[config.mk]
export PLATFORM = sky130hd
export DESIGN_NAME = uart_rx
export DESIGN_NICKNAME = d
export VERILOG_FILES = /design/src/rtl/uart_pkg.sv /design/src/rtl/uart_rx_sync.sv /design/src/rtl/uart_rx.sv
export SDC_FILE = /design/constraint.sdc
export NUM_CORES = 1
export LEC_CHECK = 0
export ABC_CLOCK_PERIOD_IN_PS = 2600
export BUFFER_PORTS_ARGS = -buffer_cell sky130_fd_sc_hd__buf_2
export CORE_MARGIN = 10
export CORE_UTILIZATION = 25
export DETAILED_ROUTE_END_ITERATION = 10
export MAX_ROUTING_LAYER = met4
export SYNTH_ARGS = -nofsm -noshare
export SYNTH_HDL_FRONTEND = slang
export SYNTH_SLANG_ARGS = --single-unit
[constraint.sdc]
create_clock -name clk -period 2.6 [get_ports clk]
set_clock_uncertainty 0.05 [all_clocks]
set_input_delay 0.26 -clock clk [delete_from_list [all_inputs] [get_ports clk]]
set_output_delay 0.26 -clock clk [all_outputs]
set_load 0.02 [all_outputs]
[src/rtl/uart_pkg.sv]
// uart_pkg: definitions shared by the 8N1 UART receiver and transmitter.
//   DATA_BITS       - payload bits per frame
//   uart_state_e    - receiver FSM state encoding
//   uart_bit_cycles - clock cycles per bit for a given clock and baud rate
package uart_pkg;

  localparam int DATA_BITS = 8;

  typedef enum logic [2:0] {
    ST_IDLE      = 3'd0,
    ST_START     = 3'd1,
    ST_DATA      = 3'd2,
    ST_STOP      = 3'd3,
    ST_WAIT_IDLE = 3'd4
  } uart_state_e;

  function automatic int uart_bit_cycles(input int clk_freq, input int baud_rate);
    return clk_freq / baud_rate;
  endfunction

endpackage

[src/rtl/uart_rx_sync.sv]
// uart_rx_sync: two-flop synchroniser for asynchronous inputs.
//   clk_i  - destination clock
//   rst_i  - synchronous active-high reset, loads RESET_VAL into both flops
//   d_i    - asynchronous input
//   q_o    - synchronised output (two clock cycles of latency)
module uart_rx_sync #(
  parameter int               WIDTH     = 1,
  parameter logic [WIDTH-1:0] RESET_VAL = {WIDTH{1'b1}}
) (
  input  logic             clk_i,
  input  logic             rst_i,
  input  logic [WIDTH-1:0] d_i,
  output logic [WIDTH-1:0] q_o
);

  logic [WIDTH-1:0] meta_q;
  logic [WIDTH-1:0] sync_q;

  always_ff @(posedge clk_i) begin
    if (rst_i) begin
      meta_q <= RESET_VAL;
      sync_q <= RESET_VAL;
    end else begin
      meta_q <= d_i;
      sync_q <= meta_q;
    end
  end

  assign q_o = sync_q;

endmodule

[src/rtl/uart_rx.sv]
// uart_rx: 8N1 UART receiver (START=0, D0..D7 LSB first, STOP=1).
//   clk       - system clock
//   rst       - synchronous active-high reset
//   rx        - asynchronous serial line, idles high
//   data_out  - last correctly framed byte
//   valid     - one-cycle strobe: data_out was just updated
//   frame_err - one-cycle strobe: stop bit sampled low
//   busy      - high while a frame is being received
//   state_dbg - current receiver FSM state, for observation only
//
// Output semantics: valid is a pure strobe with no back-pressure. It is high
// for exactly one cycle, in the cycle data_out holds the new byte; the
// consumer must capture data_out in that cycle because the next frame will
// overwrite it. valid and frame_err are never high together.
module uart_rx
  import uart_pkg::*;
#(
  parameter int CLK_FREQ  = 50000000,
  parameter int BAUD_RATE = 9600
) (
  input  logic        clk,
  input  logic        rst,
  input  logic        rx,
  output logic [7:0]  data_out,
  output logic        valid,
  output logic        frame_err,
  output logic        busy,
  output uart_state_e state_dbg
);

  localparam int BIT  = uart_bit_cycles(CLK_FREQ, BAUD_RATE);
  localparam int HALF = BIT / 2;
  localparam int CW   = $clog2(BIT) + 1;

  localparam logic [CW-1:0] HALF_LAST = CW'(HALF - 1);
  localparam logic [CW-1:0] BIT_LAST  = CW'(BIT - 1);
  localparam logic [2:0]    IDX_LAST  = 3'(DATA_BITS - 1);

  logic                 rx_s;
  uart_state_e          state_q;
  logic [CW-1:0]        cnt_q;
  logic [CW-1:0]        cnt_d;
  logic [2:0]           idx_q;
  logic [DATA_BITS-1:0] shreg_q;
  logic [7:0]           data_q;
  logic                 valid_q;
  logic                 ferr_q;
  logic                 busy_q;

  uart_rx_sync #(
    .WIDTH    (1),
    .RESET_VAL(1'b1)
  ) u_sync (
    .clk_i(clk),
    .rst_i(rst),
    .d_i  (rx),
    .q_o  (rx_s)
  );

  assign cnt_d = cnt_q + 1'b1;

  // Every state transition below clears cnt_q so each state measures its
  // own interval from entry.
  always_ff @(posedge clk) begin
    if (rst) begin
      state_q <= ST_IDLE;
      cnt_q   <= '0;
      idx_q   <= '0;
      shreg_q <= '0;
      data_q  <= 8'h00;
      valid_q <= 1'b0;
      ferr_q  <= 1'b0;
      busy_q  <= 1'b0;
    end else begin
      valid_q <= 1'b0;
      ferr_q  <= 1'b0;
      case (state_q)
        ST_IDLE: begin
          cnt_q <= '0;
          if (!rx_s) begin
            state_q <= ST_START;
            busy_q  <= 1'b1;
          end
        end
        ST_START: begin
          if (cnt_q == HALF_LAST) begin
            cnt_q <= '0;
            if (!rx_s) begin
              state_q <= ST_DATA;
              idx_q   <= '0;
            end else begin
              // Line went back high before mid-start: a glitch, not a frame.
              state_q <= ST_IDLE;
              busy_q  <= 1'b0;
            end
          end else begin
            cnt_q <= cnt_d;
          end
        end
        ST_DATA: begin
          if (cnt_q == BIT_LAST) begin
            cnt_q   <= '0;
            // Shift in at the MSB so that after eight bits bit k sits in [k].
            shreg_q <= {rx_s, shreg_q[DATA_BITS-1:1]};
            if (idx_q == IDX_LAST) begin
              state_q <= ST_STOP;
            end else begin
              idx_q <= idx_q + 3'd1;
            end
          end else begin
            cnt_q <= cnt_d;
          end
        end
        ST_STOP: begin
          if (cnt_q == BIT_LAST) begin
            cnt_q <= '0;
            if (rx_s) begin
              data_q  <= shreg_q;
              valid_q <= 1'b1;
              busy_q  <= 1'b0;
              // Straight back to IDLE so a start bit right after stop is caught.
              state_q <= ST_IDLE;
            end else begin
              ferr_q  <= 1'b1;
              state_q <= ST_WAIT_IDLE;
            end
          end else begin
            cnt_q <= cnt_d;
          end
        end
        ST_WAIT_IDLE: begin
          // Line held low (break): wait for it to return high before hunting.
          cnt_q <= '0;
          if (rx_s) begin
            state_q <= ST_IDLE;
            busy_q  <= 1'b0;
          end
        end
        default: begin
          state_q <= ST_IDLE;
          cnt_q   <= '0;
          busy_q  <= 1'b0;
        end
      endcase
    end
  end

  assign data_out  = data_q;
  assign valid     = valid_q;
  assign frame_err = ferr_q;
  assign busy      = busy_q;
  assign state_dbg = state_q;

endmodule

==> summary.md <==
The logs give 1348 for the via count and 1800 sq um for the cell area after technology mapping. The area overhead of the layout relative to synthesis came out at 14.9%. Synthesis inferred 41 register bits. After synthesis, the cell types taking the most area are dfxtp_1 46%, mux2i_1 10%, nor2_1 7.7%, xor2_1 3.4%, xnor2_1 2.4%. CTS built an H-tree with a depth of 2. Across every metal layer, demand over resource in global routing totals 6.57%.

The tool flagged a number of max-cap violations equal to 0. The logs give 30 for the count of standard-cell rows and 11000 sq um for the total die area. Counting instances in the post-synthesis netlist gives the leading cell types as 41 x dfxtp_1, 37 x nor2_1, 18 x mux2i_1.

Clock tree synthesis found a total of 41 sinks. The count of flip-flops with a built-in enable after synthesis works out to 0. Along the worst path, the maximum fanout reaches 10. Setup violations remaining at the end of the flow were counted as 0. Clock-pin slew was measured on the worst setup and hold paths at 0.09 ns. For this design the static power due to leakage is 0.756 nW.

TritonCTS built the clock tree. In the final routing, the length of wire on met1 measures 1830 um. The startpoint type of the worst setup path was a register. The tightest hold path in the finished design has a slack of 0.0891 ns. After detailed routing, the total wire length is 3380 um. The flow ran to the end, and the final reports show no timing, DRC or antenna violations.

In the post-route analysis, the smallest setup slack over all paths is 0.376 ns. The clock insertion delay at the later pin of the skew report was 0.30 ns; the number of placed instances, taps included was 292. The core region is 6870 sq um. The share of synthesized area occupied by flip-flops and latches came out at 45.7%. The first TritonRoute pass finished after 4 iterations. For the detailed-route DRC error count, the log shows 0. The fraction of synthesized cell area taken by the top area cell type is 45.7%, and the clock period minus final worst setup slack is 2.22 ns. The detail route stage leaves a number of antenna-violating nets equal to 0. Summed over all nets, wire length on met3 after detailed routing comes to 180 um. The count of port buffers added during placement came out at 16. The worst setup path is captured at a register.

The number of endpoints with negative hold slack in the final report is 0. The largest total area in the synthesized netlist belongs to dfxtp_1. The finished layout holds 300 standard cells, fillers aside. The logs give 17 for the count of boundary I/O pins and 1.11 mW for the total power consumption of the routed design.

For this run, the number of Yosys warnings is 0. The logs give 2.35 ns for the arrival time at the worst endpoint and 0 for the final number of max-transition violations. In this run the tightest slew margin relative to its limit is 63.9%. Setup repair after global routing left no endpoint under its margin. The tools report the via count of the first global-routing pass as 1267. Counting flops with an async set or reset pin after synthesis yields a share of 0%. The routed length per placed instance is 11.3 um.

The number of nets in the synthesized netlist was 192. In the detailed route, the total length drawn on met2 is 1330 um. The post-synthesis average cell area works out to 9.65 sq um. Most common flop cell mapped by yosys: dfxtp_1. The critical path is of the register to register type. The antenna diode count is 0, and the buffers inserted during post-CTS setup optimization is 0. The final critical path takes up 85.5% of the cycle.

The cell area power density works out to 539 nW/um^2. The overall overflow remaining after global route is 0. The horizontal die dimension is 105 um.

The achievable frequency came out at 0.450 GHz. IR analysis of the VDD net gives a maximum drop of 0.245 mV. The vertical die dimension was 105 um; the placer congestion estimate was 0.777. In this run the worst hold path is classified as primary input to register.

Timing analysis after detailed placement gives a worst setup slack of 0.346 ns. For this design, the CTS-stage hold fixing added 0 buffers. The clock passes through at most 2 buffers. At the pin with the least slew margin, the transition time is 0.540 ns. The initial core utilization is 26.1%. The first global-routing pass estimated 5900 um of wire. The tools report the initial antenna violation count as 0. Summed over all failing endpoints, the final setup total negative slack is 0 ns. In the final design database the tool counted 209 nets. STA puts the critical path data required time at 2.73 ns.

The number of clock buffers added by TritonCTS is 5. The topmost layer with routed signal wires is met4. Detailed placement finished with a half-perimeter wire length of 2370 um.

The first routing iteration left 66 violations. The count of different cell masters after synthesis came out at 41. Entering global routing, the biggest net connects 29 pins.

The tree is rooted in a clkbuf_8. Counting every instance in the synthesized netlist gives 186. By instance count, the leading cell after synthesis is dfxtp_1.

In the final layout, the share of cells above drive strength 1 is 17.2%. After clock tree synthesis, the repair step resized 0 gates. Dividing the detail-routed via count by the number of cells gives 4.49.
[worst max-delay path, cell delays in order, from the launching register on]
cell	delay, ns
dfxtp_1	0.41
ha_1	0.28
nor4b_4	0.30
nand4b_4	0.24
nor3_4	0.53
mux2i_1	0.24
nor2_1	0.06
[cells in the final DEF (no fill, tap or decap), types with 3 or more instances in the layout]
cell type	netlist	routed
mux2i_1	18	18
buf_2	0	16
or2_2	3	3
o21ai_0	4	4
nand3_1	7	7
and3_1	6	6
dfxtp_1	41	41
nor3_1	3	3
xor2_1	7	7
inv_1	3	3
xnor2_1	5	5
ha_1	3	3
nand2_1	8	8
clkbuf_8	0	5
nor2_1	37	37
a21oi_1	5	5
[sequential cells by signal, summed over array words and instances, names as in the netlist]
name and flops:
u_sync.q_o 1, state_dbg 3, busy 1, frame_err 1, u_sync.meta_q 1, cnt_q 14, idx_q 3, valid 1
shreg_q 8, data_out 8
[final timing paths]
kind | from | to | slack, ns | cells after the start
hold reg to reg | u_sync.meta_q | u_sync.q_o | 0.37 | 1
setup reg to reg | cnt_q[0] | data_out[3] | 0.38 | 6
setup / recovery | cnt_q[0] | data_out[3] | 0.38 | 6
hold / removal | rx | u_sync.meta_q | 0.09 | 2
[through the flow]
step           cell area, sq um  util (%)
2_1_floorplan              1800         -
3_3_place_gp               1970      28.7
3_5_place_dp               1970      28.7
6_report                   2060      30.0
4_1_cts                    2060      30.0
5_1_grt                    2060      30.0
[per-layer routing]
| layer | global-route usage, % | vias up |
|---|---|---|
| met5 | - | - |
| met4 | 3.04 | 0 |
| met3 | 2.64 | 6 |
| met2 | 8.45 | 28 |
| met1 | 8.62 | 627 |
| li1 | - | 687 |
[kinds of logic after synthesis]
| logic type | Yosys count | share of synthesized area [%] |
|---|---|---|
| xor gates and xnor gates | 12 | 5.85 |
| muxes | 18 | 10.0 |
| buffers and inverters | 10 | 2.51 |
| AOI/OAI and AO/OA | 19 | 7.46 |
| DFF | 41 | 45.7 |
| and+or+nand+nor | 83 | 26.3 |
| adders and majority gates | 3 | 2.09 |
[area by class of cell]
cell class              count  area (sq um)
clock buffers               5          68.8
clock inverters             3          25.0
fillers                   722          4810
inverters                   3          11.3
multi-input cells         135           930
flip-flops and latches     41           821
well taps                  96           120
repair buffers             17          87.6
[where the power goes]
part           internal [mW]  switching [mW]  leakage, nW
Sequential             0.632         0.00554        0.331
Combinational         0.0118          0.0234        0.381
Clock                  0.194           0.245       0.0447
Total                  0.838           0.274        0.756
(Power assumes the default switching activity.)
